--- src/rtl/mc_control_fsm.sv ---
// Main control unit for the multicycle MIPS datapath: Moore FSM driving every
// mux select and write enable, plus ALU-operation decode from opcode and funct.
module mc_control_fsm (
    input  logic       CLK,
    input  logic       rst,
    input  logic [5:0] Op,
    input  logic [5:0] Funct,
    input  logic       Zero,
    output logic       PCEn,
    output logic       IorD,
    output logic       MemWrite,
    output logic       IRWrite,
    output logic       RegDst,
    output logic       MemtoReg,
    output logic       RegWrite,
    output logic       ALUSrcA,
    output logic [1:0] ALUSrcB,
    output logic [1:0] PCSrc,
    output logic [2:0] ALUControl,
    output logic [3:0] State,
    output logic       InstrDone,
    output logic       IllegalOp
);

    localparam logic [5:0] OpRtype = 6'b000000;
    localparam logic [5:0] OpLw    = 6'b100011;
    localparam logic [5:0] OpSw    = 6'b101011;
    localparam logic [5:0] OpBeq   = 6'b000100;
    localparam logic [5:0] OpAddi  = 6'b001000;
    localparam logic [5:0] OpJ     = 6'b000010;

    typedef enum logic [3:0] {
        StFetch   = 4'd0,
        StDecode  = 4'd1,
        StMemAdr  = 4'd2,
        StMemRd   = 4'd3,
        StMemWb   = 4'd4,
        StMemWr   = 4'd5,
        StExecute = 4'd6,
        StAluWb   = 4'd7,
        StBranch  = 4'd8,
        StAddiEx  = 4'd9,
        StAddiWb  = 4'd10,
        StJump    = 4'd11
    } state_e;

    state_e     state_q;
    logic       pc_write;
    logic       branch;
    logic [1:0] alu_op;

    always_ff @(posedge CLK) begin
        if (rst) begin
            state_q <= StFetch;
        end else begin
            case (state_q)
                StFetch:  state_q <= StDecode;
                StDecode: begin
                    case (Op)
                        OpLw, OpSw: state_q <= StMemAdr;
                        OpRtype:    state_q <= StExecute;
                        OpBeq:      state_q <= StBranch;
                        OpAddi:     state_q <= StAddiEx;
                        OpJ:        state_q <= StJump;
                        default:    state_q <= StFetch;
                    endcase
                end
                StMemAdr:  state_q <= (Op == OpLw) ? StMemRd : StMemWr;
                StMemRd:   state_q <= StMemWb;
                StExecute: state_q <= StAluWb;
                StAddiEx:  state_q <= StAddiWb;
                default:   state_q <= StFetch;
            endcase
        end
    end

    always_comb begin
        pc_write  = 1'b0;
        branch    = 1'b0;
        alu_op    = 2'b00;
        IorD      = 1'b0;
        MemWrite  = 1'b0;
        IRWrite   = 1'b0;
        RegDst    = 1'b0;
        MemtoReg  = 1'b0;
        RegWrite  = 1'b0;
        ALUSrcA   = 1'b0;
        ALUSrcB   = 2'b00;
        PCSrc     = 2'b00;
        InstrDone = 1'b0;
        IllegalOp = 1'b0;
        case (state_q)
            StFetch: begin
                ALUSrcB  = 2'b01;
                IRWrite  = 1'b1;
                pc_write = 1'b1;
            end
            StDecode: begin
                ALUSrcB   = 2'b11;
                IllegalOp = !(Op inside {OpRtype, OpLw, OpSw, OpBeq, OpAddi, OpJ});
            end
            StMemAdr, StAddiEx: begin
                ALUSrcA = 1'b1;
                ALUSrcB = 2'b10;
            end
            StMemRd: IorD = 1'b1;
            StMemWb: begin
                MemtoReg  = 1'b1;
                RegWrite  = 1'b1;
                InstrDone = 1'b1;
            end
            StMemWr: begin
                IorD      = 1'b1;
                MemWrite  = 1'b1;
                InstrDone = 1'b1;
            end
            StExecute: begin
                ALUSrcA = 1'b1;
                alu_op  = 2'b10;
            end
            StAluWb: begin
                RegDst    = 1'b1;
                RegWrite  = 1'b1;
                InstrDone = 1'b1;
            end
            StBranch: begin
                ALUSrcA   = 1'b1;
                alu_op    = 2'b01;
                PCSrc     = 2'b01;
                branch    = 1'b1;
                InstrDone = 1'b1;
            end
            StAddiWb: begin
                RegWrite  = 1'b1;
                InstrDone = 1'b1;
            end
            StJump: begin
                PCSrc     = 2'b10;
                pc_write  = 1'b1;
                InstrDone = 1'b1;
            end
            default: ;
        endcase
        // Reset aborts in-flight writes in the same cycle it is seen.
        if (rst) begin
            pc_write  = 1'b0;
            branch    = 1'b0;
            alu_op    = 2'b00;
            IorD      = 1'b0;
            MemWrite  = 1'b0;
            IRWrite   = 1'b0;
            RegDst    = 1'b0;
            MemtoReg  = 1'b0;
            RegWrite  = 1'b0;
            ALUSrcA   = 1'b0;
            ALUSrcB   = 2'b00;
            PCSrc     = 2'b00;
            InstrDone = 1'b0;
            IllegalOp = 1'b0;
        end
    end

    always_comb begin
        ALUControl = 3'b010;
        if (alu_op == 2'b01) begin
            ALUControl = 3'b110;
        end else if (alu_op == 2'b10) begin
            case (Funct)
                6'b100010: ALUControl = 3'b110;
                6'b100100: ALUControl = 3'b000;
                6'b100101: ALUControl = 3'b001;
                6'b101010: ALUControl = 3'b111;
                default:   ALUControl = 3'b010;
            endcase
        end
    end

    assign PCEn  = pc_write | (branch & Zero);
    assign State = state_q;

endmodule

--- config.mk ---
export PLATFORM = sky130hd
export DESIGN_NAME = mc_control_fsm
export DESIGN_NICKNAME = d
export VERILOG_FILES = /design/src/rtl/mc_control_fsm.sv
export SDC_FILE = /design/constraint.sdc
export NUM_CORES = 1
export LEC_CHECK = 0
export ABC_CLOCK_PERIOD_IN_PS = 2560
export CELL_PAD_IN_SITES_DETAIL_PLACEMENT = 1
export CELL_PAD_IN_SITES_GLOBAL_PLACEMENT = 1
export CORE_AREA = 2 2 51 53
export CTS_BUF_LIST = sky130_fd_sc_hd__clkbuf_8
export CTS_CLUSTER_DIAMETER = 40
export CTS_CLUSTER_SIZE = 12
export DETAILED_ROUTE_END_ITERATION = 10
export DIE_AREA = 0 0 53 55
export PLACE_DENSITY_LB_ADDON = 0.1
export SETUP_SLACK_MARGIN = 0.5
export SYNTH_ARGS = -nofsm -noshare
export SYNTH_HDL_FRONTEND = slang
export SYNTH_SLANG_ARGS = --single-unit
--- constraint.sdc ---
create_clock -name CLK -period 2.56 [get_ports CLK]
set_input_delay 0.384 -clock CLK [delete_from_list [all_inputs] [get_ports CLK]]
set_output_delay 0.384 -clock CLK [all_outputs]
set_load 0.05 [all_outputs]
## Word level (Yosys, flattened, before mapping)

Index checks and enable logic that the tools add are counted.

- Bits in registers: 4
- Output and inout port bits: 21
- Logic and storage cells: 70

- Equality and inequality tests: 22
- Mux-type cells: 34
- Bitwise logic cells: 2
- Reduce and logical (&&, ||, !) cells: 11

Operators with widths:

| operator | number |
|---|---|
| $eq A6 B6 Y1 const B | 6 |
| $pmux W4 S6 | 1 |
| $mux W1 | 22 |
| $pmux W4 S5 | 1 |
| $eq A4 B3 Y1 const B | 4 |
| $eq A4 B4 Y1 const B | 4 |
| $pmux W3 S4 | 1 |
| $mux W3 | 3 |
| $eq A4 B2 Y1 const B | 2 |
| $pmux W2 S2 | 2 |
| $reduce_or A2 Y1 | 4 |
| $eq A6 B2 Y1 const B | 1 |
| $eq A6 B3 Y1 const B | 1 |
| $eq A6 B4 Y1 const B | 1 |
| $logic_not A6 Y1 | 1 |
| $mux W2 | 3 |
| $pmux W2 S3 | 1 |
| $reduce_bool A6 Y1 | 1 |
| $reduce_or A6 Y1 | 1 |
| $eq A4 B1 Y1 const B | 1 |
| $logic_not A4 Y1 | 1 |
| $reduce_or A4 Y1 | 1 |
| $reduce_or A3 Y1 | 1 |
| $eq A2 B1 Y1 const B | 1 |
| other kinds (4) | 4 |

## Logic depth before layout (Yosys ltp)

Gate-level depths: netlist (run 1).

- Depth after elaboration: 6
- Mapped depth: 5
- Gate-level depth less buffers: 4

## Worst setup path before layout (run 1)

No wires, ideal clock.

- Path type: register -> output
- From: register state_q[1], in the netlist State[1]
- To: output port PCEn
- Data arrival time: 3.374 ns
- Required time: 2.176 ns
- Setup slack: -1.198 ns
- Stages on the path, launching flop included: 5
- Cell sequence: dfxtp_1 -> clkbuf_1 -> nor4_1 -> and2_1 -> a211o_1

- Cells in the longest elaborated chain, start to end: 5
- Elaborated cells between the ends (all ways): 10
- Classes of those cells: eq/ne: 2; mux: 4; bitwise: 2; reduce/logical: 2

RTL lines:

| what | RTL line | text |
|---|---|---|
| start: declaration | 47 | `state_e state_q;` |
| start signal: assignment | 54 | `state_q <= StFetch;` |
| start signal: assignment | 57 | `StFetch: state_q <= StDecode;` |
| start signal: assignment | 60 | `OpLw, OpSw: state_q <= StMemAdr;` |
| $eq A4 B4 Y1 / $logic_not A4 Y1 (equally long branches) | 92 | `case (state_q)` |
| $reduce_or A2 Y1 (no source line) / $mux W1 (equally long branches) | - |  |
| $mux W1 (on tied branches) | 92, 145 |  |
| $mux W1 / $and A1 B1 Y1 (equally long branches) | 145, 178 |  |
| $or A1 B1 Y1 (*) | 178 | `assign PCEn = pc_write \| (branch & Zero);` |
| end: declaration | 9 | `output logic PCEn,` |

Every way passes the cells marked *; elsewhere a longest branch is shown, timed or not.

## Worst setup path in the final report (run 1)

- From: register state_q[3], in the netlist State[3]
- To: output port ALUControl[1]

- Cells in the longest elaborated chain, start to end: 6
- Elaborated cells between the ends (all ways): 8
- Classes of those cells: eq/ne: 4; mux: 4

RTL lines:

| what | RTL line | text |
|---|---|---|
| $eq A4 B4 Y1 / $eq A4 B3 Y1 (equally long branches) | 92 |  |
| $pmux W2 S2 (*) | 92 |  |
| $mux W2 (*) | 145 | `if (rst) begin` |
| $eq A2 B2 Y1 | 167 | `end else if (alu_op == 2'b10) begin` |
| $mux W3 | 167 |  |
| $mux W3 (*) | 165 | `if (alu_op == 2'b01) begin` |
| end: declaration | 19 | `output logic [2:0] ALUControl,` |

Marked as above.

==> impl_table.tex, run 1 <==
\begin{tabular}{lr}
\hline
Metric & Value \\
\hline
\multicolumn{2}{l}{\textbf{Layout}} \\
\quad P\&R area growth vs syn & 154.6\% \\
\quad Antenna fix cells & 0 \\
\quad Fillcell total & between 200 and 300 \\
\quad Layout cells sized above 1 & 46.15\% \\
\quad Nets & about 150 \\
\quad Max reg flops & 4 \\
\quad Final instance area & around 0.0014 sq mm \\
\multicolumn{2}{l}{\textbf{Timing}} \\
\quad Sum Neg Setup Slack & 0 ps \\
\quad Final worst-path cycle share & between 90\% and 100\% \\
\quad Final WS setup & approximately 80 ps \\
\quad Number of max-slew violations in the final report & 0 \\
\quad Worst Clk Skew & 5.314 ps \\
\quad Unrepaired setup endpoints after global routing & yes \\
\quad Final setup violating endpoints & 0 \\
\quad Final Hold Violating Endpoints & 0 \\
\quad Headroom to the max-slew limit & 66.61\% \\
\quad Min Tclk post-route & between 2000 and 2500 ps \\
\quad Transition time at the pin with the least slew margin & approximately 500 ps \\
\quad Fmax & 403.0 MHz \\
\multicolumn{2}{l}{\textbf{Drt}} \\
\quad Average wire per standard cell & about 15 microns \\
\quad Drt first pass iters & 4 \\
\quad Vias per cell & between 4 and 5 \\
\quad Antenna-violating nets left & 0 \\
\quad Initial DRC Count & 12 \\
\quad Vias after detailed routing & slightly below 800 \\
\quad DRC violations left & 0 \\
\quad Total detailed-routing wirelength & around 2500 microns \\
\multicolumn{2}{l}{\textbf{Placement}} \\
\quad Worst slack at placement & -91.36 ps \\
\quad Placed wire-length estimate after detailed placement & roughly 1700 microns \\
\quad Post-Place Cell Area & approximately 0.0012 sq mm \\
\quad Count of input and output buffers & 35 \\
\quad GP Congestion & between 0.7 and 0.8 \\
\multicolumn{2}{l}{\textbf{Synth}} \\
\quad Number of register bits inferred by synthesis & 4 \\
\quad Number of distinct library cells after synthesis & 35 \\
\quad Area contributors post-synth & sky130\_fd\_sc\_hd\_\_dfxtp\_1, sky130\_fd\_sc\_hd\_\_nor3\_1, sky130\_fd\_sc\_hd\_\_nor2\_1 \\
\quad Gate count of the mapped netlist & 79 \\
\quad Number of synthesized flops with an enable pin & 0 \\
\quad Syn Std Cell Area & $\sim$540 sq um \\
\quad Syn. warnings & 0 \\
\quad Async set-or-reset flop fraction in the synthesized netlist & 0\% \\
\quad Seq/Total Area, Yosys & 14.75\% \\
\quad Avg Synthesized Cell Area & 6.874 sq um \\
\quad Cell type with the highest aggregate area in the netlist & sky130\_fd\_sc\_hd\_\_dfxtp\_1 \\
\quad Synth Flop Type & sky130\_fd\_sc\_hd\_\_dfxtp\_1 \\
\quad Share of the synthesized area in the top cell type & $\sim$15\% \\
\quad Net count of the mapped netlist & 94 \\
\multicolumn{2}{l}{\textbf{Floorplanning}} \\
\quad Chip width & 53 microns \\
\quad Core area & 0.002365 sq mm \\
\quad Height of the die & 55 microns \\
\quad I/O Pins & 36 \\
\quad Starting Density & 22.96\% \\
\quad Total die area & $\sim$0.0029 sq mm \\
\quad Rows & 18 \\
\multicolumn{2}{l}{\textbf{GRT}} \\
\quad Antenna violations before repair & 0 \\
\quad Global-route wire length before repair & about 3500 microns \\
\quad Gr usage total & between 10\% and 20\% \\
\quad Total gr overflow & 0 \\
\quad Maximum number of pins on one net before global-route repair & 14 \\
\quad Number of global-route vias before repair & 783 \\
\multicolumn{2}{l}{\textbf{Hold path}} \\
\quad Min-Delay Path Class & register to register \\
\multicolumn{2}{l}{\textbf{Clocking}} \\
\quad Clock tree from TritonCTS & yes \\
\quad Count of clock tree sinks & 4 \\
\quad Inserted Clock Buffers & 3 \\
\quad Maximum clock path buffer count & 2 \\
\quad Count of hold buffers inserted by post-cts repair & 0 \\
\quad Clock tree root driver cell & sky130\_fd\_sc\_hd\_\_clkbuf\_8 \\
\quad H-Tree Level Count & 1 \\
\quad Clk slew on worst S/H paths & roughly 40 ps \\
\quad Clock latency reported for the late side of the worst-skew pair & around 220 ps \\
\multicolumn{2}{l}{\textbf{Worst setup path}} \\
\quad Setup slack, reg-to-reg & about 850 ps \\
\quad Category of the worst setup path capture point & primary output \\
\quad Max FO, Critical Path & 2 \\
\quad Data required time at the worst endpoint & 2180 ps \\
\quad Crit path arrival time & between 2000 and 2500 ps \\
\quad Startpoint-to-endpoint class of the critical path & register to primary output \\
\quad Setup crit start kind & register \\
\multicolumn{2}{l}{\textbf{Power and ir drop}} \\
\quad Static leakage power & 0.5161 nW \\
\quad Pwr per Cell Area & 252.2 mW/mm\^{}2 \\
\quad Maximum ir drop on the vdd rail & between 0.2 and 0.3 mV \\
\multicolumn{2}{l}{\textbf{Run status}} \\
\quad Result of the run & finished, final reports clean \\
\multicolumn{2}{l}{\textbf{Run}} \\
\quad MaxCap Viol Count & 0 \\
\hline
\end{tabular}
==> layout by cell type, fill, tap and decap left out, types with 2 or more instances in the layout <==
master and count:
sky130_fd_sc_hd__nand2_1 3, sky130_fd_sc_hd__o21ai_0 2, sky130_fd_sc_hd__nand2b_1 2, sky130_fd_sc_hd__a21oi_1 4, sky130_fd_sc_hd__or4b_4 2, sky130_fd_sc_hd__nor2_1 6
sky130_fd_sc_hd__inv_1 6, sky130_fd_sc_hd__buf_6 3, sky130_fd_sc_hd__o211ai_1 2, sky130_fd_sc_hd__buf_4 11, sky130_fd_sc_hd__dfxtp_2 3, sky130_fd_sc_hd__nor3_1 8
sky130_fd_sc_hd__clkdlybuf4s50_1 12, sky130_fd_sc_hd__a2111oi_0 2, sky130_fd_sc_hd__dlygate4sd2_1 6, sky130_fd_sc_hd__nor3_2 2, sky130_fd_sc_hd__xor2_1 2, sky130_fd_sc_hd__buf_12 16
sky130_fd_sc_hd__xnor2_1 2, sky130_fd_sc_hd__buf_8 3, sky130_fd_sc_hd__nand3_1 2, sky130_fd_sc_hd__clkbuf_8 3, sky130_fd_sc_hd__a31oi_1 2
==> cell usage after synthesis, types with 3 or more instances <==
library cell	count
sky130_fd_sc_hd__nor4_1	3
sky130_fd_sc_hd__nand2_1	3
sky130_fd_sc_hd__dfxtp_1	4
sky130_fd_sc_hd__inv_1	6
sky130_fd_sc_hd__clkbuf_1	3
sky130_fd_sc_hd__nor2_1	8
sky130_fd_sc_hd__nor3_1	11
sky130_fd_sc_hd__o21ai_0	3
sky130_fd_sc_hd__a21oi_1	5
==> stage by stage <==
step,util [%],total power [mW],cells,hold slack (ps)
after floorplan,-,0.1362,79,608.7
after CTS,53.97,0.3465,153,651.3
after global routing,58.47,0.3687,160,753.3
after detailed placement,50.42,0.2096,145,556.8
final,58.47,0.3487,160,720.9
after global placement,50.42,0.2079,145,544.1
==> timing repair <==
item                                    in CTS  in global routing
setup buffers                                4                  7
endpoints found under the setup margin       8                  8
pin swaps                                    4                  6
gates resized for setup                     10                 12
==> where the power goes <==
| group | internal [mW] | total [mW] | leakage, nW | switching [mW] |
|---|---|---|---|---|
| Combinational | 0.0667 | 0.145 | 0.455 | 0.0780 |
| Sequential | 0.0643 | 0.0687 | 0.0346 | 0.00437 |
| Clock | 0.102 | 0.135 | 0.0269 | 0.0330 |
| Total | 0.233 | 0.349 | 0.516 | 0.115 |
==> cell families (layout without fill, tap and decap cells) <==
| family | count (synthesis) | count (layout) | synth area share (%) |
|---|---|---|---|
| buffers and inverters | 10 | 61 | 8.294 |
| xor gates and xnor gates | 4 | 4 | 6.453 |
| and+or+nand+nor | 40 | 40 | 43.78 |
| AOI/OAI and AO/OA | 20 | 20 | 24.88 |
| muxes | 1 | 1 | 1.843 |
| DFF | 4 | 4 | 14.75 |
==> path summary, 6_finish.rpt <==
path / from / end / cells past startpoint
max: State[3] / ALUControl[1] / 5
min: State[1] / State[0] / 2
max reg2reg: State[3] / State[0] / 6
min reg2reg: State[1] / State[0] / 2
==> final cells by class <==
type / count / area, sq um / area share, %
repair buffers: 51 / 654.4 / 47.33
well taps: 30 / 37.54 / 2.715
multi-input cells: 65 / 531.8 / 38.46
clock inverters: 1 / 3.754 / 0.2715
clock buffers: 3 / 41.29 / 2.986
inverters: 6 / 26.28 / 1.900
flip-flops and latches: 4 / 87.58 / 6.335
==> per-layer routing <==
| layer | wire, microns | GRT usage [%] | up-vias |
|---|---|---|---|
| met1 | 1029 | 20.39 | 368 |
| met3 | 91 | 1.075 | 2 |
| met4 | 27 | 5.128 | 0 |
| li1 | - | - | 398 |
| met2 | 1305 | 30.00 | 24 |
| met5 | 0 | 0 | - |
==> worst max-delay path, cell delays in order (launching register included) <==
cell and delay, ps:
sky130_fd_sc_hd__dfxtp_4 330, sky130_fd_sc_hd__nand2b_4 140, sky130_fd_sc_hd__or2_4 230, sky130_fd_sc_hd__or4b_4 510, sky130_fd_sc_hd__or4b_4 500, sky130_fd_sc_hd__buf_8 170
Power figures use the tool's default switching activity.
==> run 2: changes to the inputs <==
Settings changed: PLACE_DENSITY set to 0.76, PLACE_DENSITY_LB_ADDON 0.1 to not set.
==> run 2 against run 1 <==
  * Power hardly changed
  * Clock power hardly changed
  * Maximum frequency is 0.22% lower
  * Sequential power hardly changed
  * Largest cell class unchanged
==> impl_table.tex, run 2 (synthesis gave the netlist of run 1 again) <==
\begin{tabular}{lr}
\hline
Metric & Value \\
\hline
\multicolumn{2}{l}{\textbf{Timing}} \\
\quad Sum Neg Setup Slack & 0 ps (unchanged) \\
\quad Transition time at the pin with the least slew margin & 536.6 ps (+37.38 ps) \\
\quad Final worst-path cycle share & 97.13\% (+0.21 points) \\
\quad Hold\_ws & 627.8 ps (-93.13 ps) \\
\quad Unrepaired setup endpoints after global routing & yes \\
\quad Worst Clk Skew & 7.041 ps (+1.727 ps) \\
\quad Headroom to the max-slew limit & 63.30\% (-3.3 points) \\
\quad Final WS setup & 73.41 ps (-5.417 ps) \\
\quad Fmax & 402.2 MHz (-0.22\%) \\
\quad Final Hold Violating Endpoints & 0 (unchanged) \\
\quad Number of max-slew violations in the final report & 0 (unchanged) \\
\quad Min Tclk post-route & 2487 ps (+5.417 ps) \\
\quad Final setup violating endpoints & 0 (unchanged) \\
\multicolumn{2}{l}{\textbf{Clocking}} \\
\quad Clock tree from TritonCTS & yes \\
\quad Clock latency reported for the late side of the worst-skew pair & 220 ps (about the same) \\
\quad Inserted Clock Buffers & 3 (unchanged) \\
\quad Clk slew on worst S/H paths & 40 ps (about the same) \\
\quad Count of hold buffers inserted by post-cts repair & 0 (unchanged) \\
\quad H-Tree Level Count & 1 (unchanged) \\
\quad Count of clock tree sinks & 4 (unchanged) \\
\quad Clock tree root driver cell & sky130\_fd\_sc\_hd\_\_clkbuf\_8 \\
\quad Maximum clock path buffer count & 2 (unchanged) \\
\multicolumn{2}{l}{\textbf{Power and ir drop}} \\
\quad Net Sw Frac & 33.43\% (+0.33 points) \\
\quad Pwr per Cell Area & 267.5 mW/mm\^{}2 (+6.1\%) \\
\quad Maximum ir drop on the vdd rail & 0.3094 mV (+5.7\%) \\
\quad Power Internal & 0.2322 mW (-0.46\%) \\
\quad Post-layout total power & 0.3488 mW (about the same) \\
\quad Relative contribution of sequential cells to total power & 19.7\% (about the same) \\
\quad Net load switching power & 0.1166 mW (+1.0\%) \\
\quad Static leakage power & 0.4975 nW (-3.6\%) \\
\quad Combinational power share & 40.7\% (-0.8 points) \\
\quad Power share of the clock group & 39.5\% (+0.7 points) \\
\multicolumn{2}{l}{\textbf{Worst setup path}} \\
\quad Setup slack, reg-to-reg & 1030 ps (+180 ps) \\
\quad Critical register-to-register path endpoint & State[0] \\
\quad Cell depth of the worst flop-to-flop path & 4 (-2) \\
\quad Max FO, Critical Path & 2 (unchanged) \\
\quad Series of cell instances along the critical path & nand2b\_4 > or2\_4 > or4b\_4 > or4b\_4 > buf\_8 \\
\quad Data required time at the worst endpoint & 2180 ps (about the same) \\
\quad Library cell appearing most often on the critical path & sky130\_fd\_sc\_hd\_\_or4b\_4 \\
\quad Category of the worst setup path capture point & primary output \\
\quad Reg2Reg Launch Point & State[1] \\
\quad Setup crit start kind & register \\
\quad Slowest cell on the critical path & sky130\_fd\_sc\_hd\_\_or4b\_4 \\
\quad Maximum single-stage delay on the critical path & 510 ps (about the same) \\
\quad Crit path arrival time & 2100 ps (about the same) \\
\quad Startpoint-to-endpoint class of the critical path & register to primary output \\
\multicolumn{2}{l}{\textbf{Layout}} \\
\quad Footprint of the multi-input gates & 520.5 sq um (-2.1\%) \\
\quad Nets & 139 (-4.8\%) \\
\quad Fillcell total & 262 (+0.77\%) \\
\quad Commonest non-fill, non-tap cell in the layout & sky130\_fd\_sc\_hd\_\_buf\_12 \\
\quad Footprint of the flip-flops and latches & 87.58 sq um (unchanged) \\
\quad Antenna fix cells & 0 (unchanged) \\
\quad Most frequent cells in the layout & sky130\_fd\_sc\_hd\_\_buf\_12, sky130\_fd\_sc\_hd\_\_clkdlybuf4s50\_1, sky130\_fd\_sc\_hd\_\_buf\_4, sky130\_fd\_sc\_hd\_\_nor3\_1 \\
\quad Final instance area & 0.001304 sq mm (-5.7\%) \\
\quad Max reg flops & 4 (unchanged) \\
\quad Final Instance Count excl. Fillers & 153 (-4.4\%) \\
\quad Layout cells sized above 1 & 43.09\% (-3.1 points) \\
\quad Util after Layout & 55.13\% (-3.3 points) \\
\quad P\&R area growth vs syn & 140.1\% \\
\multicolumn{2}{l}{\textbf{GRT}} \\
\quad Maximum number of pins on one net before global-route repair & 14 (unchanged) \\
\quad Antenna violations before repair & 0 (unchanged) \\
\quad Total gr overflow & 0 (unchanged) \\
\quad Gr usage total & 17.63\% (+1.3 points) \\
\quad Number of global-route vias before repair & 839 (+7.2\%) \\
\quad Global-route wire length before repair & 3753 microns (+5.8\%) \\
\multicolumn{2}{l}{\textbf{Run}} \\
\quad MaxCap Viol Count & 0 (unchanged) \\
\multicolumn{2}{l}{\textbf{Drt}} \\
\quad Average wire per standard cell & 15.68 microns (+2.2\%) \\
\quad Antenna-violating nets left & 0 (unchanged) \\
\quad Drt first pass iters & 4 (unchanged) \\
\quad Vias per cell & 5.098 (+3.0\%) \\
\quad Initial DRC Count & 8 (-4) \\
\quad DRC violations left & 0 (unchanged) \\
\quad Total detailed-routing wirelength & 2399 microns (-2.2\%) \\
\quad Vias after detailed routing & 780 (-1.5\%) \\
\multicolumn{2}{l}{\textbf{Floorplanning}} \\
\quad Height of the die & 55 microns (unchanged) \\
\quad I/O Pins & 36 (unchanged) \\
\quad Rows & 18 (unchanged) \\
\quad Core area & 0.002365 sq mm (unchanged) \\
\quad Total die area & 0.002915 sq mm (unchanged) \\
\quad Starting Density & 22.96\% (unchanged) \\
\quad Chip width & 53 microns (unchanged) \\
\multicolumn{2}{l}{\textbf{Run status}} \\
\quad Result of the run & finished, final reports clean \\
\multicolumn{2}{l}{\textbf{Placement}} \\
\quad Worst slack at placement & -136.6 ps (-45.28 ps) \\
\quad Post-Place Cell Area & 0.001192 sq mm (unchanged) \\
\quad Placed wire-length estimate after detailed placement & 1881 microns (+10\%) \\
\quad GP Congestion & 0.7939 (+1.4\%) \\
\quad Cells after DPL & 145 (unchanged) \\
\quad Count of input and output buffers & 35 (unchanged) \\
\multicolumn{2}{l}{\textbf{Hold path}} \\
\quad Number of cells on the worst hold path & 2 (unchanged) \\
\quad Min-Delay Path Class & register to register \\
\quad Worst min-delay path startpoint & State[3] \\
\quad Worst Hold Path EP & State[0] \\
\hline
\end{tabular}
==> run 2: cell types whose count changed in the layout (fill, tap and decap cells not counted), moves of 2 or more <==
cell / change
sky130_fd_sc_hd__buf_4: -2
sky130_fd_sc_hd__buf_6: -3
sky130_fd_sc_hd__buf_8: -2
sky130_fd_sc_hd__dlygate4sd2_1: -3
sky130_fd_sc_hd__dlymetal6s2s_1: +3
==> run 2: critical path, delay by kind of cell (launching register included) <==
| family | cells | cell delay [ps] |
|---|---|---|
| buffers and inverters | 1 | 170 |
| flip-flops | 1 | 330 |
| AND/OR/NAND/NOR | 4 | 1380 |
==> run 2: cell type report <==
| class | count | share of cell area, % |
|---|---|---|
| inverters | 6 | 2.015 |
| multi-input cells | 65 | 39.92 |
| clock inverters | 1 | 0.2879 |
| flip-flops and latches | 4 | 6.718 |
| clock buffers | 3 | 3.167 |
| well taps | 30 | 2.879 |
| repair buffers | 44 | 45.01 |
==> run 2: power by group through the flow <==
| stage | Combinational (mW) | Clock [mW] | Sequential (mW) |
|---|---|---|---|
| 2_1_floorplan | 0.0612 | 0 | 0.0750 |
| 3_3_place_gp | 0.137 | 0 | 0.0700 |
| 3_5_place_dp | 0.140 | 0 | 0.0701 |
| 4_1_cts | 0.142 | 0.140 | 0.0688 |
| 5_1_grt | 0.151 | 0.144 | 0.0693 |
| 6_report | 0.142 | 0.138 | 0.0689 |
==> run 2: worst max-delay path by stage <==
stage	startpoint	endpoint	slack, ps
after floorplan	State[3]	ALUControl[2]	5
after global placement	rst	ALUControl[1]	-70
after detailed placement	rst	ALUControl[2]	-140
after CTS	State[3]	ALUControl[1]	8
after global routing	State[3]	ALUControl[2]	40
final	State[3]	ALUControl[1]	70
==> run 2: what timing repair did <==
action | 4_1_cts | 5_1_grt
resized for setup | 9 | 4
endpoints found under the setup margin | 8 | 8
setup buffers | 3 | 1
pin swaps | 4 | 4
==> run 2: per-layer routing <==
metal  wire length [microns]  global-route usage [%]
met1                     823                   15.51
met5                       0                       0
met2                    1374                   38.96
met3                     167                   2.957
met4                      34                   6.410
==> run 3: changes to the inputs <==
Settings changed: CAP_MARGIN set to 20.
==> results of run 3 <==
The final DEF is identical to that of run 2; final timing and power are the same.
